<file path="config.mk">
export PLATFORM = sky130hd
export DESIGN_NAME = strobe_filter_mc
export DESIGN_NICKNAME = d
export VERILOG_FILES = /design/src/rtl/strobe_filter_pkg.sv /design/src/rtl/strobe_filter_ch.sv /design/src/rtl/strobe_filter_mc.sv
export SDC_FILE = /design/constraint.sdc
export NUM_CORES = 1
export LEC_CHECK = 0
export CAP_MARGIN = 15
export CORE_MARGIN = 2
export CORE_UTILIZATION = 60
export DETAILED_ROUTE_END_ITERATION = 8
export PLACE_DENSITY = 0.87
export SKIP_CTS_REPAIR_TIMING = 1
export SLEW_MARGIN = 10
export SYNTH_ARGS = -nofsm -noshare
export SYNTH_HDL_FRONTEND = slang
export SYNTH_SLANG_ARGS = --single-unit
</file>
<file path="constraint.sdc">
create_clock -name clk -period 8.3 [get_ports clk]
set_input_delay 0.83 -clock clk [delete_from_list [all_inputs] [get_ports clk]]
set_output_delay 0.83 -clock clk [all_outputs]
set_load 0.1 [all_outputs]
</file>
<file path="src/rtl/strobe_filter_pkg.sv">
// Shared constants, types and the threshold helper for the multi-channel strobe filter.
package strobe_filter_pkg;

    localparam int unsigned LEN_W_DEF  = 13;
    localparam int unsigned OFFSET_DEF = 15;
    localparam int unsigned SAT_MAX    = (2 ** LEN_W_DEF) - 1;
    localparam int unsigned PERIOD_SAT = (2 ** LEN_W_DEF) - 16;

    // Per-channel output state: low (counting up / idle) or passing (holding / counting down)
    typedef enum logic {
        CH_IDLE = 1'b0,
        CH_PASS = 1'b1
    } ch_state_e;

    // base*N + offset, with N=0 read as 1, clipped to sat
    function automatic logic [31:0] thr_calc(input logic [31:0] base,
                                             input logic [2:0]  n,
                                             input logic [31:0] offset,
                                             input logic [31:0] sat);
        logic [31:0] n_eff;
        logic [31:0] sum;
        n_eff = (n == 3'd0) ? 32'd1 : {29'd0, n};
        sum   = base * n_eff + offset;
        return (sum > sat) ? sat : sum;
    endfunction

endpackage

</file>
<file path="src/rtl/strobe_filter_ch.sv">
// One strobe channel: sync, polarity, fval mask, threshold latch, up/down
// width filter and saturating dropped-pulse counter.
import strobe_filter_pkg::*;

module strobe_filter_ch #(
    parameter int unsigned LEN_W  = LEN_W_DEF,
    parameter int unsigned DROP_W = 16
) (
    input  logic              clk,
    input  logic              reset,
    input  logic              i_strobe,
    input  logic              i_pol,
    input  logic              i_mask_act,
    input  logic              i_enable,
    input  logic              i_filter_en,
    input  logic              i_drop_clr,
    input  logic [LEN_W-1:0]  iv_threshold,
    output logic [DROP_W-1:0] ov_drop_cnt,
    output logic              o_strobe
);

    logic [1:0]        stb_s;
    logic              strobe_int;
    logic              drop_ev;
    logic [LEN_W-1:0]  len_cnt;
    logic [LEN_W-1:0]  thr_c;
    logic [DROP_W-1:0] drop_cnt;
    ch_state_e         state;

    assign strobe_int  = (stb_s[1] ^ i_pol) & ~i_mask_act;
    // A pulse that ends before reaching the threshold leaves a non-zero count behind
    assign drop_ev     = i_enable & i_filter_en & (state == CH_IDLE) & ~strobe_int & (len_cnt != '0);
    assign o_strobe    = (state == CH_PASS);
    assign ov_drop_cnt = drop_cnt;

    // Two-flop synchroniser for the raw strobe
    always_ff @(posedge clk) begin
        if (reset) stb_s <= '0;
        else       stb_s <= {stb_s[0], i_strobe};
    end

    // Width filter: count up to thr_c before passing, count back down before releasing
    always_ff @(posedge clk) begin
        if (reset) begin
            state   <= CH_IDLE;
            len_cnt <= '0;
            thr_c   <= '1;
        end else begin
            if (len_cnt == '0) thr_c <= iv_threshold;
            if (!i_enable || !i_filter_en) begin
                len_cnt <= '0;
                state   <= (i_enable && strobe_int) ? CH_PASS : CH_IDLE;
            end else begin
                case (state)
                    CH_IDLE: begin
                        if (strobe_int) begin
                            if (len_cnt == thr_c) state <= CH_PASS;
                            else                  len_cnt <= len_cnt + 1'b1;
                        end else begin
                            len_cnt <= '0;
                        end
                    end
                    CH_PASS: begin
                        if (!strobe_int) begin
                            if (len_cnt == '0) state <= CH_IDLE;
                            else               len_cnt <= len_cnt - 1'b1;
                        end
                    end
                    default: state <= CH_IDLE;
                endcase
            end
        end
    end

    // Saturating dropped-pulse counter; clear has priority over an increment
    always_ff @(posedge clk) begin
        if (reset || i_drop_clr)          drop_cnt <= '0;
        else if (drop_ev && drop_cnt != '1) drop_cnt <= drop_cnt + 1'b1;
    end

endmodule

</file>
<file path="src/rtl/strobe_filter_mc.sv">
// Multi-channel strobe filter top: frame/line sync, line-period measurement,
// global threshold and CH_NUM filter channels.
import strobe_filter_pkg::*;

module strobe_filter_mc #(
    parameter int unsigned CH_NUM = 2,
    parameter int unsigned LEN_W  = LEN_W_DEF,
    parameter int unsigned OFFSET = OFFSET_DEF,
    parameter int unsigned DROP_W = 16
) (
    input  logic                     clk,
    input  logic                     reset,
    input  logic                     i_acquisition_start,
    input  logic                     i_stream_enable,
    input  logic                     i_fval,
    input  logic                     i_lval,
    input  logic [CH_NUM-1:0]        iv_sensor_strobe,
    input  logic [CH_NUM-1:0]        iv_strobe_pol,
    input  logic                     i_filter_en,
    input  logic                     i_fval_mask,
    input  logic [2:0]               iv_min_lines,
    input  logic                     i_drop_clr,
    output logic [LEN_W-1:0]         ov_lperiod_reg,
    output logic [LEN_W-1:0]         ov_threshold,
    output logic [CH_NUM*DROP_W-1:0] ov_drop_cnt,
    output logic [CH_NUM-1:0]        ov_strobe_filter
);

    localparam int unsigned      SAT  = (2 ** LEN_W) - 1;
    localparam logic [LEN_W-1:0] PSAT = LEN_W'((2 ** LEN_W) - 16);

    logic [1:0]       fval_s;
    logic [3:0]       lval_s;
    logic             fval_q;
    logic             lval_rise;
    logic [1:0]       rise_cnt;
    logic [LEN_W-1:0] per_cnt;
    logic [LEN_W-1:0] lperiod_reg;
    logic [LEN_W-1:0] threshold;
    logic             lp_upd;
    logic             enable;

    assign fval_q         = fval_s[1];
    // lval runs two flops behind fval so a frame's first lval rise already sees fval=1
    assign lval_rise      = lval_s[2] & ~lval_s[3];
    assign ov_lperiod_reg = lperiod_reg;
    assign ov_threshold   = threshold;

    // fval/lval synchronisers and the registered enable
    always_ff @(posedge clk) begin
        if (reset) begin
            fval_s <= '0;
            lval_s <= '0;
            enable <= 1'b0;
        end else begin
            fval_s <= {fval_s[0], i_fval};
            lval_s <= {lval_s[2:0], i_lval};
            enable <= i_stream_enable & i_acquisition_start;
        end
    end

    // Line period: count from the first to the second lval rise of each frame.
    // The count also steps on the first rise itself so it equals the full period.
    always_ff @(posedge clk) begin
        if (reset) begin
            rise_cnt    <= '0;
            per_cnt     <= '0;
            lperiod_reg <= '1;
            lp_upd      <= 1'b0;
        end else begin
            lp_upd <= 1'b0;
            if (!fval_q) begin
                rise_cnt <= '0;
                per_cnt  <= '0;
            end else begin
                if (lval_rise && rise_cnt != 2'd2) rise_cnt <= rise_cnt + 1'b1;
                if ((rise_cnt == 2'd1 || (rise_cnt == 2'd0 && lval_rise)) && per_cnt != PSAT)
                    per_cnt <= per_cnt + 1'b1;
                if (lval_rise && rise_cnt == 2'd1) begin
                    lperiod_reg <= per_cnt + LEN_W'(OFFSET);
                    lp_upd      <= 1'b1;
                end
            end
        end
    end

    // Threshold follows one cycle after each new line period
    always_ff @(posedge clk) begin
        if (reset)       threshold <= '1;
        else if (lp_upd) threshold <= LEN_W'(thr_calc(32'(lperiod_reg) - 32'(OFFSET), iv_min_lines,
                                                      32'(OFFSET), 32'(SAT)));
    end

    for (genvar g = 0; g < CH_NUM; g++) begin : g_ch
        strobe_filter_ch #(
            .LEN_W  (LEN_W),
            .DROP_W (DROP_W)
        ) u_ch (
            .clk          (clk),
            .reset        (reset),
            .i_strobe     (iv_sensor_strobe[g]),
            .i_pol        (iv_strobe_pol[g]),
            .i_mask_act   (i_fval_mask & fval_q),
            .i_enable     (enable),
            .i_filter_en  (i_filter_en),
            .i_drop_clr   (i_drop_clr),
            .iv_threshold (threshold),
            .ov_drop_cnt  (ov_drop_cnt[g*DROP_W +: DROP_W]),
            .o_strobe     (ov_strobe_filter[g])
        );
    end

endmodule

</file>
==> metrics.cfg, run 1 <==
[sta]
relSlewSlack_pct=31.0
skew_ns=0.0131
rsz0062_at_grt=no
slew_viol_final=0
worst_pin_slew_ns=1.03
post-route-period-util_pct=64.9
finalCriticalPeriod_ns=5.39
clock.fmax_mhz=186
hold_viol=0
setup_viol=0
tns_ns=0

[worst_setup_path]
r2r-start=ov_lperiod_reg[0]$_SDFFE_PP1P_
timing_worst_setup_path_type=input pin to flip-flop
critical_path.max_stage_delay_ns=0.74
worstPathCellList=clkdlybuf4s50_1, nor2_1, nor2_1, nor2b_1, fa_1, ha_1, ha_1, and2_1, o211ai_1, a21oi_1, a211oi_1, xor2_1, nand4_1, o32a_1
r2r_slack_ns=2.98
start_kind=input pin
crit_arrival_ns=5.70
worstPathRequired_ns=8.61
worstPathMaxFanout=15
cp_slowest_cell=clkdlybuf4s50_1
cp-end-kind=flip-flop
r2r-end=ov_threshold[4]$_SDFFE_PP1P_
reg2reg_depth=20

[hold_path]
hold_depth=1
hold_path_class=flip-flop to flip-flop
hp-start=lval_s[1]$_SDFF_PP0_
whs_endpoint=lval_s[2]$_SDFF_PP0_

[place]
dp.cells=1275
dp_hpwl_mm=14.7
io_buffers=75
gp_congestion=0.888

[die]
start_util_pct=61.3
die_h_um=126
die_w_um=126
die_area_um2=15800
core_area_um2=14500
io_pins=76
rows=44

[clock_network]
cts_tree=yes
clock_sinks=139
cts_root_buf=clkbuf_16
cts_made_buffers=17
clockBufferDepth=2
clkSlewWorstSetupHoldPaths_ns=0.06
clock_latency_ns=0.43
cts_htree_levels=4

[logic_synthesis]
synth.distinct_cells=65
synthFlopType=dfxtp_1
ys_seq_area_share_pct=31.2
syn_area_per_cell_um2=8.29
netlist_area_um2=8910
synth_cells=1074
synth_edf_count=0
ys_seq_elements=139
syn_nets=1167
ys_warn_count=0
async_flop_share_pct=0

[run_status]
status=finished clean

[final_layout]
syn_to_final_growth_pct=14.5
nets=1203
final_common_cell=dfxtp_1
largest_register_ffs=32
fin_cells=1307
diodes=0
drive_gt1_share_pct=5.08
layout_common_cells=dfxtp_1 (139), nor2_1 (114), nand2_1 (90), clkdlybuf4s50_1 (74), xnor2_1 (67)

[detailed_routing]
drtIter0Drc=625
drc=0
wl_per_cell_um=15.6
avgViaCountPerCell=5.87
postRouteAntennaNets=0
vias=7674
wl_mm=20.4
dr.pass1.iters=6

[global_route]
grt_max_degree=62
grt_pass1_vias=7032
grt_use_total_pct=25.8
antenna_found_initial=0
gr-total-overflow=0
grt_pass1_wl_mm=34.0

[run]
maxCapViolCount=0

[pwr]
ir_drop_v=0.000162
p_leak_nw=3.76
power_density_nw_per_um2=160

-- cell families (layout without fill, tap and decap cells) --
logic type / count (synthesis) / count (layout) / synth area share (%)
adders and majority gates: 77 / 77 / 12.2
buffers and inverters: 109 / 158 / 5.16
DFF: 139 / 139 / 31.2
muxes: 6 / 6 / 0.688
xor gates and xnor gates: 102 / 102 / 10.0
AOI/OAI and AO/OA: 191 / 191 / 14.6
and+or+nand+nor: 450 / 450 / 26.1
-- per-stage QoR --
step | setup slack [ns] | utilization [%] | total power [W] | cell area (um^2) | hold slack, ns
after floorplan | 2.99 | - | 0.000853 | 8910 | 0.414
after global placement | 2.70 | 66.2 | 0.000900 | 9620 | 0.420
after detailed placement | 2.51 | 66.2 | 0.000902 | 9620 | 0.422
after CTS | 2.96 | 70.2 | 0.00164 | 10200 | 0.432
after global routing | 2.50 | 70.2 | 0.00169 | 10200 | 0.462
final | 2.91 | 70.2 | 0.00163 | 10200 | 0.433
-- worst max path at each step --
stage / slack [ns] / cells past startpoint / startpoint / end
2_1_floorplan: 2.99 / 20 / ov_lperiod_reg[0]$_SDFFE_PP1P_ / ov_threshold[11]$_SDFFE_PP1P_
3_3_place_gp: 2.70 / 14 / iv_min_lines[1] / ov_threshold[3]$_SDFFE_PP1P_
3_5_place_dp: 2.51 / 14 / iv_min_lines[1] / ov_threshold[7]$_SDFFE_PP1P_
4_1_cts: 2.96 / 14 / iv_min_lines[1] / ov_threshold[4]$_SDFFE_PP1P_
5_1_grt: 2.50 / 20 / ov_lperiod_reg[0]$_SDFFE_PP1P_ / ov_threshold[4]$_SDFFE_PP1P_
6_report: 2.91 / 14 / iv_min_lines[1] / ov_threshold[4]$_SDFFE_PP1P_
-- report_power, final --
group          switching (W)  total (W)  internal, W  leakage (nW)
clock network       0.000312   0.000740     0.000428         0.276
logic               0.000127   0.000218    0.0000909          2.36
registers         0.00000285   0.000674     0.000671          1.12
-- per-layer routing --
metal,routed length [um],vias to the layer above,GRT usage [%]
met2,9820,255,43.2
met4,361,0,8.79
met5,0,-,0
met3,1140,31,4.84
met1,9060,3578,33.7
li1,-,3810,-
-- cell usage after synthesis, drive strengths merged (7+ instances only) --
| cell | n | share of area (%) |
|---|---|---|
| dfxtp | 139 | 31 |
| nor2 | 114 | 4.8 |
| nand2 | 90 | 3.8 |
| xnor2 | 67 | 6.6 |
| ha | 61 | 8.6 |
| nor2b | 51 | 3.6 |
| a21oi | 49 | 2.8 |
| inv | 49 | 2.1 |
| o21ai | 45 | 2.7 |
| clkbuf | 39 | 1.7 |
| xor2 | 35 | 3.4 |
| nand3 | 32 | 1.8 |
| a211o | 26 | 2.6 |
| or3 | 26 | 2.0 |
| nor4 | 23 | 1.6 |
| buf | 21 | 1.4 |
| nor3 | 21 | 1.2 |
| nand4 | 18 | 1.3 |
| nand3b | 17 | 1.4 |
| fa | 16 | 3.6 |
| and2 | 13 | 0.91 |
| o32a | 11 | 1.2 |
| or2 | 9 | 0.63 |
| nand2b | 8 | 0.56 |
| a21o | 7 | 0.59 |
| and3 | 7 | 0.49 |
-- area by class of cell --
| type | instances | area (um^2) |
|---|---|---|
| Clock buffer | 19 | 443 |
| Inverter | 49 | 184 |
| Sequential cell | 139 | 2780 |
| Clock inverter | 13 | 135 |
| Multi-Input combinational cell | 826 | 5660 |
| Fill cell | 1153 | 4330 |
| Tap cell | 184 | 230 |
| Timing Repair Buffer | 77 | 761 |
-- worst max-delay path, delay by kind of cell --
family	cells	cell delay, ns
compound gates	4	0.99
xor+xnor	1	0.18
fa+ha+maj	3	1.25
buf+inv	1	0.74
simple gates	5	1.69
(Power assumes the default switching activity.)
==> run 2, diff against run 1 <==
CORE_UTILIZATION = 59   (was 60)
PLACE_DENSITY = 0.86   (was 0.87)
clock period = 5 ns   (was 8.3 ns; I/O delays follow)
==> metrics.cfg, run 2 (synthesis results as in run 1) <==
[run_status]
status=finished clean

[clock_network]
cts_tree=yes
clock_latency_ns=0.43  ; about the same
clkSlewWorstSetupHoldPaths_ns=0.06  ; about the same
clock_sinks=139  ; unchanged
cts_root_buf=clkbuf_16
cts_htree_levels=4  ; unchanged
cts_made_buffers=17  ; unchanged
clockBufferDepth=2  ; unchanged

[final_layout]
nets=1211  ; +0.67%
syn_to_final_growth_pct=16.7
layout_common_cells=dfxtp_1 (135), nor2_1 (114), nand2_1 (90), clkdlybuf4s50_1 (74), xnor2_1 (67)
diodes=0  ; unchanged
drive_gt1_share_pct=6.63  ; +1.6 points
post-route-util_pct=71.0  ; +0.80 points
largest_register_ffs=32  ; unchanged
final_common_cell=dfxtp_1

[worst_setup_path]
crit_path_frequent_cell=ha_1
worstPathMaxFanout=13  ; -2
cp_slowest_cell=or4_1
timing_worst_setup_path_type=flip-flop to flip-flop
worstPathRequired_ns=5.31  ; -3.30 ns
worstPathCellList=and4_1, or4_1, nor3_2, xnor2_1, nor2b_1, ha_1, fa_1, ha_1, ha_1, a21oi_1, o21ai_0, a211oi_2, xor2_1, nand4_1, buf_4, o32a_1
critical_path.max_stage_delay_ns=0.50  ; -0.24 ns
start_kind=flip-flop
crit_arrival_ns=5.09  ; -0.61 ns
cp-end-kind=flip-flop

[pwr]
ir_drop_v=0.000256  ; +58%
power_density_nw_per_um2=278  ; +74%
p_leak_nw=3.84  ; +2.2%
power_w=0.00289  ; +77%

[run]
maxCapViolCount=0  ; unchanged

[die]
die_h_um=127  ; +0.81%
die_w_um=127  ; +0.81%
start_util_pct=60.8  ; -0.46 points
core_area_um2=14600  ; +0.76%
io_pins=76  ; unchanged
die_area_um2=16100  ; +1.6%
rows=44  ; unchanged

[place]
io_buffers=75  ; unchanged
dp_hpwl_mm=14.4  ; -1.7%
place_ws_ns=-0.127  ; -2.63 ns
gp_congestion=0.921  ; +3.8%

[global_route]
gr-total-overflow=0  ; unchanged
grt_pass1_vias=7322  ; +4.1%
grt_max_degree=48  ; -23%
grt_pass1_wl_mm=34.6  ; +1.7%
grt_use_total_pct=26.0  ; +0.19 points
antenna_found_initial=0  ; unchanged

[sta]
tns_ns=0  ; unchanged
setup_ws_ns=0.219  ; -2.69 ns
hold_viol=0  ; unchanged
relSlewSlack_pct=32.4  ; +1.4 points
setup_viol=0  ; unchanged
finalCriticalPeriod_ns=4.78
post-route-period-util_pct=95.6
skew_ns=0.00995  ; -0.00311 ns
clock.fmax_mhz=209
slew_viol_final=0  ; unchanged
worst_pin_slew_ns=1.01  ; -0.0217 ns

[detailed_routing]
wl_mm=20.4  ; +0.31%
postRouteAntennaNets=0  ; unchanged
drc=0  ; unchanged
wl_per_cell_um=15.6  ; -0.30%
avgViaCountPerCell=5.88  ; about the same
drtIter0Drc=523  ; -16%
vias=7727  ; +0.69%
dr.pass1.iters=6  ; unchanged

[hold_path]
hold_path_class=flip-flop to flip-flop

[run 2: per-layer routing]
metal	routed length [um]	global-route usage (%)	part of all wire, %	vias to the layer above
met3	1020	4.72	5.0	27
met5	0	0	0	-
li1	-	-	-	3842
met2	10000	45.5	49	253
met4	249	6.79	1.2	0
met1	9150	33.2	45	3605
[run 2: final timing paths]
check / startpoint / to / slack [ns] / cells after the start
hold reg to reg: lval_s[0]$_SDFF_PP0_ / lval_s[1]$_SDFF_PP0_ / 0.43 / 1
setup reg to reg: ov_lperiod_reg[3]$_SDFFE_PP1P_ / ov_threshold[6]$_SDFFE_PP1P_ / 0.22 / 16
hold / removal: lval_s[0]$_SDFF_PP0_ / lval_s[1]$_SDFF_PP0_ / 0.43 / 1
setup / recovery: ov_lperiod_reg[3]$_SDFFE_PP1P_ / ov_threshold[6]$_SDFFE_PP1P_ / 0.22 / 16
[run 2: power by group]
part / internal (W) / switching [W]
Combinational: 0.000155 / 0.000216
Sequential: 0.00111 / 0.00000473
Clock: 0.000901 / 0.000496
Total: 0.00217 / 0.000717
[run 2: per-stage QoR]
step | hold WS (ns) | std cells | area, um^2
after floorplan | 0.414 | 1074 | 8910
after detailed placement | 0.420 | 1283 | 9690
after global routing | 0.460 | 1315 | 10400
after global placement | 0.417 | 1283 | 9690
final | 0.433 | 1315 | 10400
after CTS | 0.434 | 1315 | 10300
[run 2: cell type report]
class,instances,area [um^2]
Inverter,49,184
Sequential cell,139,2790
Clock buffer,19,443
Tap cell,184,230
Timing Repair Buffer,85,821
Fill cell,1115,4250
Clock inverter,13,214
Multi-Input combinational cell,826,5710
[run 2: critical path: cells and delay by family (launching register included)]
family          cells  cell delay (ns)
simple gates        5             1.08
xor+xnor            2             0.39
compound gates      4             1.09
buf+inv             1             0.20
flops               1             0.34
fa+ha+maj           4             1.55
==> edit 1: new RTL, flow settings as in run 1 <==
Register the input `iv_sensor_strobe` before use, with the module's reset. The logic sees it one clock later. The other inputs are not delayed to match.
--- a/src/rtl/strobe_filter_mc.sv
+++ b/src/rtl/strobe_filter_mc.sv
@@ -30,2 +30,12 @@
     localparam logic [LEN_W-1:0] PSAT = LEN_W'((2 ** LEN_W) - 16);
+
+    logic [CH_NUM-1:0] iv_sensor_strobe_q;
+
+    always_ff @(posedge clk) begin
+        if (reset) begin
+            iv_sensor_strobe_q <= '0;
+        end else begin
+            iv_sensor_strobe_q <= iv_sensor_strobe;
+        end
+    end
 
@@ -100,3 +110,3 @@
             .reset        (reset),
-            .i_strobe     (iv_sensor_strobe[g]),
+            .i_strobe     (iv_sensor_strobe_q[g]),
             .i_pol        (iv_strobe_pol[g]),
Check against the original RTL: not equivalent (a bounded check fails within 4 cycles, from zero or initial values and one cycle with reset high).
==> edit 1 against run 1 <==
- utilization decreased by 0.17 points
- sequential cell count is 2 higher
- area after synthesis shrank 1.5%
- cell count fell by 0.77%
- routed wire length decreased by 2.8%
- setup slack worse by 0.40 ns
- design area down 0.99%
- critical path type unchanged
- total power grew 1.3%
- clock power is 0.9% higher
==> edit 1: results (changes against run 1) <==
\begin{tabular}{lr}
\hline
Metric & Value \\
\hline
\multicolumn{2}{l}{\textbf{Cells and area}} \\
\quad Footprint of the multi-input gates & 0.00555 mm² (was 0.00566 mm²) \\
\quad Final net count & 1,193 (was 1,203) \\
\multicolumn{2}{l}{\textbf{Place}} \\
\quad Final estimated routing congestion in global placement & 0.909 (was 0.888) \\
\quad Half-perimeter wire length after placement & 14,000 µm (was 14,700 µm) \\
\quad Number of cells after detailed placement & 1,265 (was 1,275) \\
\multicolumn{2}{l}{\textbf{Global route}} \\
\quad Met1 GRT Util & 31.5\% (was 33.7\%) \\
\quad Met3 usage & 4.51\% (was 4.84\%) \\
\multicolumn{2}{l}{\textbf{Synth}} \\
\quad Number of distinct library cells after synthesis & 62 (was 65) \\
\quad Adder-cell area share of the yosys netlist & 12.4\% (was 12.2\%) \\
\quad Portion of the post-synthesis area used by sequential elements & 32.2\% (was 31.2\%) \\
\quad Xor/xnor cell area share of the yosys netlist & 10.1\% (was 10.0\%) \\
\quad Top cells by count, synth & 141 x sky130\_fd\_sc\_hd\_\_dfxtp\_1, 117 x sky130\_fd\_sc\_hd\_\_nor2\_1, 92 x sky130\_fd\_sc\_hd\_\_nand2\_1 (was 139 x sky130\_fd\_sc\_hd\_\_dfxtp\_1, 114 x sky130\_fd\_sc\_hd\_\_nor2\_1, 90 x sky130\_fd\_sc\_hd\_\_nand2\_1) \\
\quad Compound-gate portion of the synthesized area & 15.3\% (was 14.6\%) \\
\multicolumn{2}{l}{\textbf{Route}} \\
\quad Number of iterations in the first detailed-routing pass & 5 (was 6) \\
\quad DR iter-0 viols & 665 (was 625) \\
\quad Detailed Route WL & 19,800 µm (was 20,400 µm) \\
\quad Ratio of routed vias to standard cells & 5.92 (was 5.87) \\
\quad Routed metal-1 wirelength & 8860 µm (was 9060 µm) \\
\quad Routed length on met3 & 935 µm (was 1140 µm) \\
\quad Post-DR wirelength/cell & 15.3 µm (was 15.6 µm) \\
\multicolumn{2}{l}{\textbf{STA}} \\
\quad Worst clock skew on the final layout & 0.00944 ns (was 0.0131 ns) \\
\multicolumn{2}{l}{\textbf{Critical path}} \\
\quad Worst flop-to-flop path endpoint & ov\_threshold[5]\$\_SDFFE\_PP1P\_ (was ov\_threshold[4]\$\_SDFFE\_PP1P\_) \\
\quad Slowest stage cell on the critical path & sky130\_fd\_sc\_hd\_\_nor4b\_2 (was sky130\_fd\_sc\_hd\_\_clkdlybuf4s50\_1) \\
\quad Arrival time of the worst setup path & 6.03 ns (was 5.70 ns) \\
\multicolumn{2}{l}{\textbf{Outcome}} \\
\quad Status & finished clean (unchanged) \\
\multicolumn{2}{l}{\textbf{Power}} \\
\quad Max rail drop VDD & 0.154 mV (was 0.162 mV) \\
\hline
\end{tabular}
==> edit 1: cell types whose count changed after synthesis, sizes merged, moves of 7 or more <==
cell | before | now
a21oi | 49 | 58
a31oi | 6 | 24
and3 | 7 | 14
buf | 21 | 11
clkbuf | 39 | 47
inv | 49 | 37
nor3 | 21 | 13
nor4 | 23 | 13
o32a | 11 | 0
xnor2 | 67 | 51
xor2 | 35 | 50
==> edit 1: cell type report <==
type                       instances  area share, %
multi-input combinational        824           55.0
sequential                       141           28.0
timing repair buffer              78           7.61
clock buffer                      18           4.35
tap                              184           2.28
clock inverter                    14           1.42
inverter                          38           1.41
==> edit 1: power breakdown <==
group | internal, µW | total, µW | switching, µW
sequential | 681 | 684 | 2.88
clock | 432 | 747 | 315
combinational | 92.8 | 223 | 130
==> edit 1: per-stage QoR <==
step           total power, µW  setup slack (ns)
2_1_floorplan              869              2.85
3_3_place_gp               908              2.37
3_5_place_dp               915              2.05
4_1_cts                   1660              2.48
5_1_grt                   1720              2.15
6_report                  1650              2.51
==> edit 2: new RTL, settings of run 1 <==
Made on the original files. Change the parameter `CH_NUM` from 2 to 1.
--- a/src/rtl/strobe_filter_mc.sv
+++ b/src/rtl/strobe_filter_mc.sv
@@ -5,3 +5,3 @@
 module strobe_filter_mc #(
-    parameter int unsigned CH_NUM = 2,
+    parameter int unsigned CH_NUM = 1,
     parameter int unsigned LEN_W  = LEN_W_DEF,
Interface: changed (resized iv_sensor_strobe, iv_strobe_pol, ov_drop_cnt and ov_strobe_filter); port bits go from 76 to 57. No check against the original RTL was run, so the function may have changed too.
==> edit 2 against run 1 <==
- area after synthesis down 28%
- routed wire length down 28%
- setup slack worse by 0.091 ns
- sequential cell count down 45
- maximum frequency down 1.7%
- global-route usage up 0.40 points
- design area down 29%
- clock skew up 0.00081 ns
- total power down 40%
- critical endpoint is now ov_threshold[9]$_SDFFE_PP1P_
- highest routed layer unchanged
==> edit 2: results (changes against run 1) <==
\begin{tabular}{lr}
\hline
Metric & Value \\
\hline
\multicolumn{2}{l}{\textbf{Route}} \\
\quad Total via count after detailed routing & 5,539 (was 7,674) \\
\quad Number of iterations in the first detailed-routing pass & 5 (was 6) \\
\quad Post-DR wirelength/cell & 15.6 µm (about the same) \\
\multicolumn{2}{l}{\textbf{Synth}} \\
\quad Number of nets produced by synthesis & 851 (was 1,167) \\
\quad Number of distinct library cells after synthesis & 62 (was 65) \\
\quad Portion of the post-synthesis area used by sequential elements & 29.3\% (was 31.2\%) \\
\multicolumn{2}{l}{\textbf{Critical path}} \\
\quad Delay contributed by the slowest stage of the critical path & 0.71 ns (was 0.74 ns) \\
\quad Arrival time of the worst setup path & 5.73 ns (was 5.70 ns) \\
\multicolumn{2}{l}{\textbf{Global route}} \\
\quad Pin count of the biggest net entering global routing & 43 (was 62) \\
\multicolumn{2}{l}{\textbf{Clock network}} \\
\quad Cell at the root of the clock tree & sky130\_fd\_sc\_hd\_\_clkbuf\_8 (was sky130\_fd\_sc\_hd\_\_clkbuf\_16) \\
\quad Clock edge transition at the registers on the reported setup and hold paths & 0.09 ns (was 0.06 ns) \\
\quad Later-pin clock latency in the skew report & 0.37 ns (was 0.43 ns) \\
\multicolumn{2}{l}{\textbf{Place}} \\
\quad Worst setup slack after placement & 2.56 ns (was 2.51 ns) \\
\multicolumn{2}{l}{\textbf{Outcome}} \\
\quad Status & finished clean (unchanged) \\
\multicolumn{2}{l}{\textbf{Cells and area}} \\
\quad Most frequent standard cell in the layout excluding fill and tap cells & sky130\_fd\_sc\_hd\_\_nor2\_1 (was sky130\_fd\_sc\_hd\_\_dfxtp\_1) \\
\quad Number of fill cells in the layout & 818 (was 1,153) \\
\quad Final net count & 884 (was 1,203) \\
\multicolumn{2}{l}{\textbf{Power}} \\
\quad LEAKAGE & 0.00284 µW (was 0.00376 µW) \\
\quad Internal cell power & 697 µW (was 1190 µW) \\
\quad Max rail drop VDD & 0.0995 mV (was 0.162 mV) \\
\hline
\end{tabular}
-- edit 2: changes by cell type after synthesis, sizes merged, moves of 17 or more --
cell   delta
dfxtp    -45
xnor2    -31
o21ai    -20
nor4     -17
nand2    -57
nor2     -19
-- edit 2: final cells by class --
type / count / share of cell area, %
clock buffers: 11 / 2.09
clock inverters: 5 / 0.779
inverters: 43 / 2.23
multi-input cells: 589 / 58.4
flip-flops and latches: 94 / 26.0
well taps: 136 / 2.35
repair buffers: 59 / 8.11
-- edit 2: stage by stage --
stage	instances	hold WS, ns	util, %	area (µm²)
final	937	0.443	69.7	7230
after global routing	937	0.465	69.7	7230
after CTS	936	0.448	69.6	7220
after detailed placement	920	0.428	67.6	7010
after global placement	920	0.415	67.6	7010
after floorplan	763	0.414	-	6420
-- edit 2: final timing paths --
| path | from | slack, ns | end | cells past startpoint |
|---|---|---|---|---|
| setup / recovery | iv_min_lines[1] | 2.82 | ov_threshold[9]$_SDFFE_PP1P_ | 14 |
| setup reg to reg | ov_lperiod_reg[0]$_SDFFE_PP1P_ | 3.08 | ov_threshold[9]$_SDFFE_PP1P_ | 19 |
| hold / removal | lval_s[0]$_SDFF_PP0_ | 0.44 | lval_s[1]$_SDFF_PP0_ | 1 |
| hold reg to reg | lval_s[0]$_SDFF_PP0_ | 0.44 | lval_s[1]$_SDFF_PP0_ | 1 |
-- edit 2: power by group through the flow --
stage / clock (µW) / combinational, µW / sequential (µW)
detailed placement: 0 / 207 / 466
floorplan: 0 / 161 / 465
global placement: 0 / 197 / 466
global route: 339 / 237 / 455
CTS: 320 / 209 / 455
finish: 313 / 215 / 455
-- edit 2: kinds of logic after synthesis --
group | share of synthesized area, %
buffers and inverters | 4.87
multiplexers | 0.546
adder cells (fa/ha/maj) | 16.3
XOR/XNOR | 9.42
AND/OR/NAND/NOR | 22.7
AO/OA/AOI/OAI | 16.8
flip-flops | 29.3
-- edit 2: critical path: cells and delay by family --
kind            cells  cell delay (ns)
simple gates        6             2.08
fa+ha+maj           3             1.14
compound gates      3             0.79
buf+inv             1             0.71
xor+xnor            1             0.17
-- edit 2: routing by layer --
| metal | wire, µm | part of all wire [%] | vias to the layer above | track usage, % |
|---|---|---|---|---|
| li1 | - | - | 2735 | - |
| met1 | 6360 | 43 | 2580 | 32.7 |
| met2 | 7140 | 49 | 183 | 45.2 |
| met3 | 732 | 5.0 | 41 | 3.87 |
| met4 | 428 | 2.9 | 0 | 11.0 |
| met5 | 0 | 0 | - | 0 |
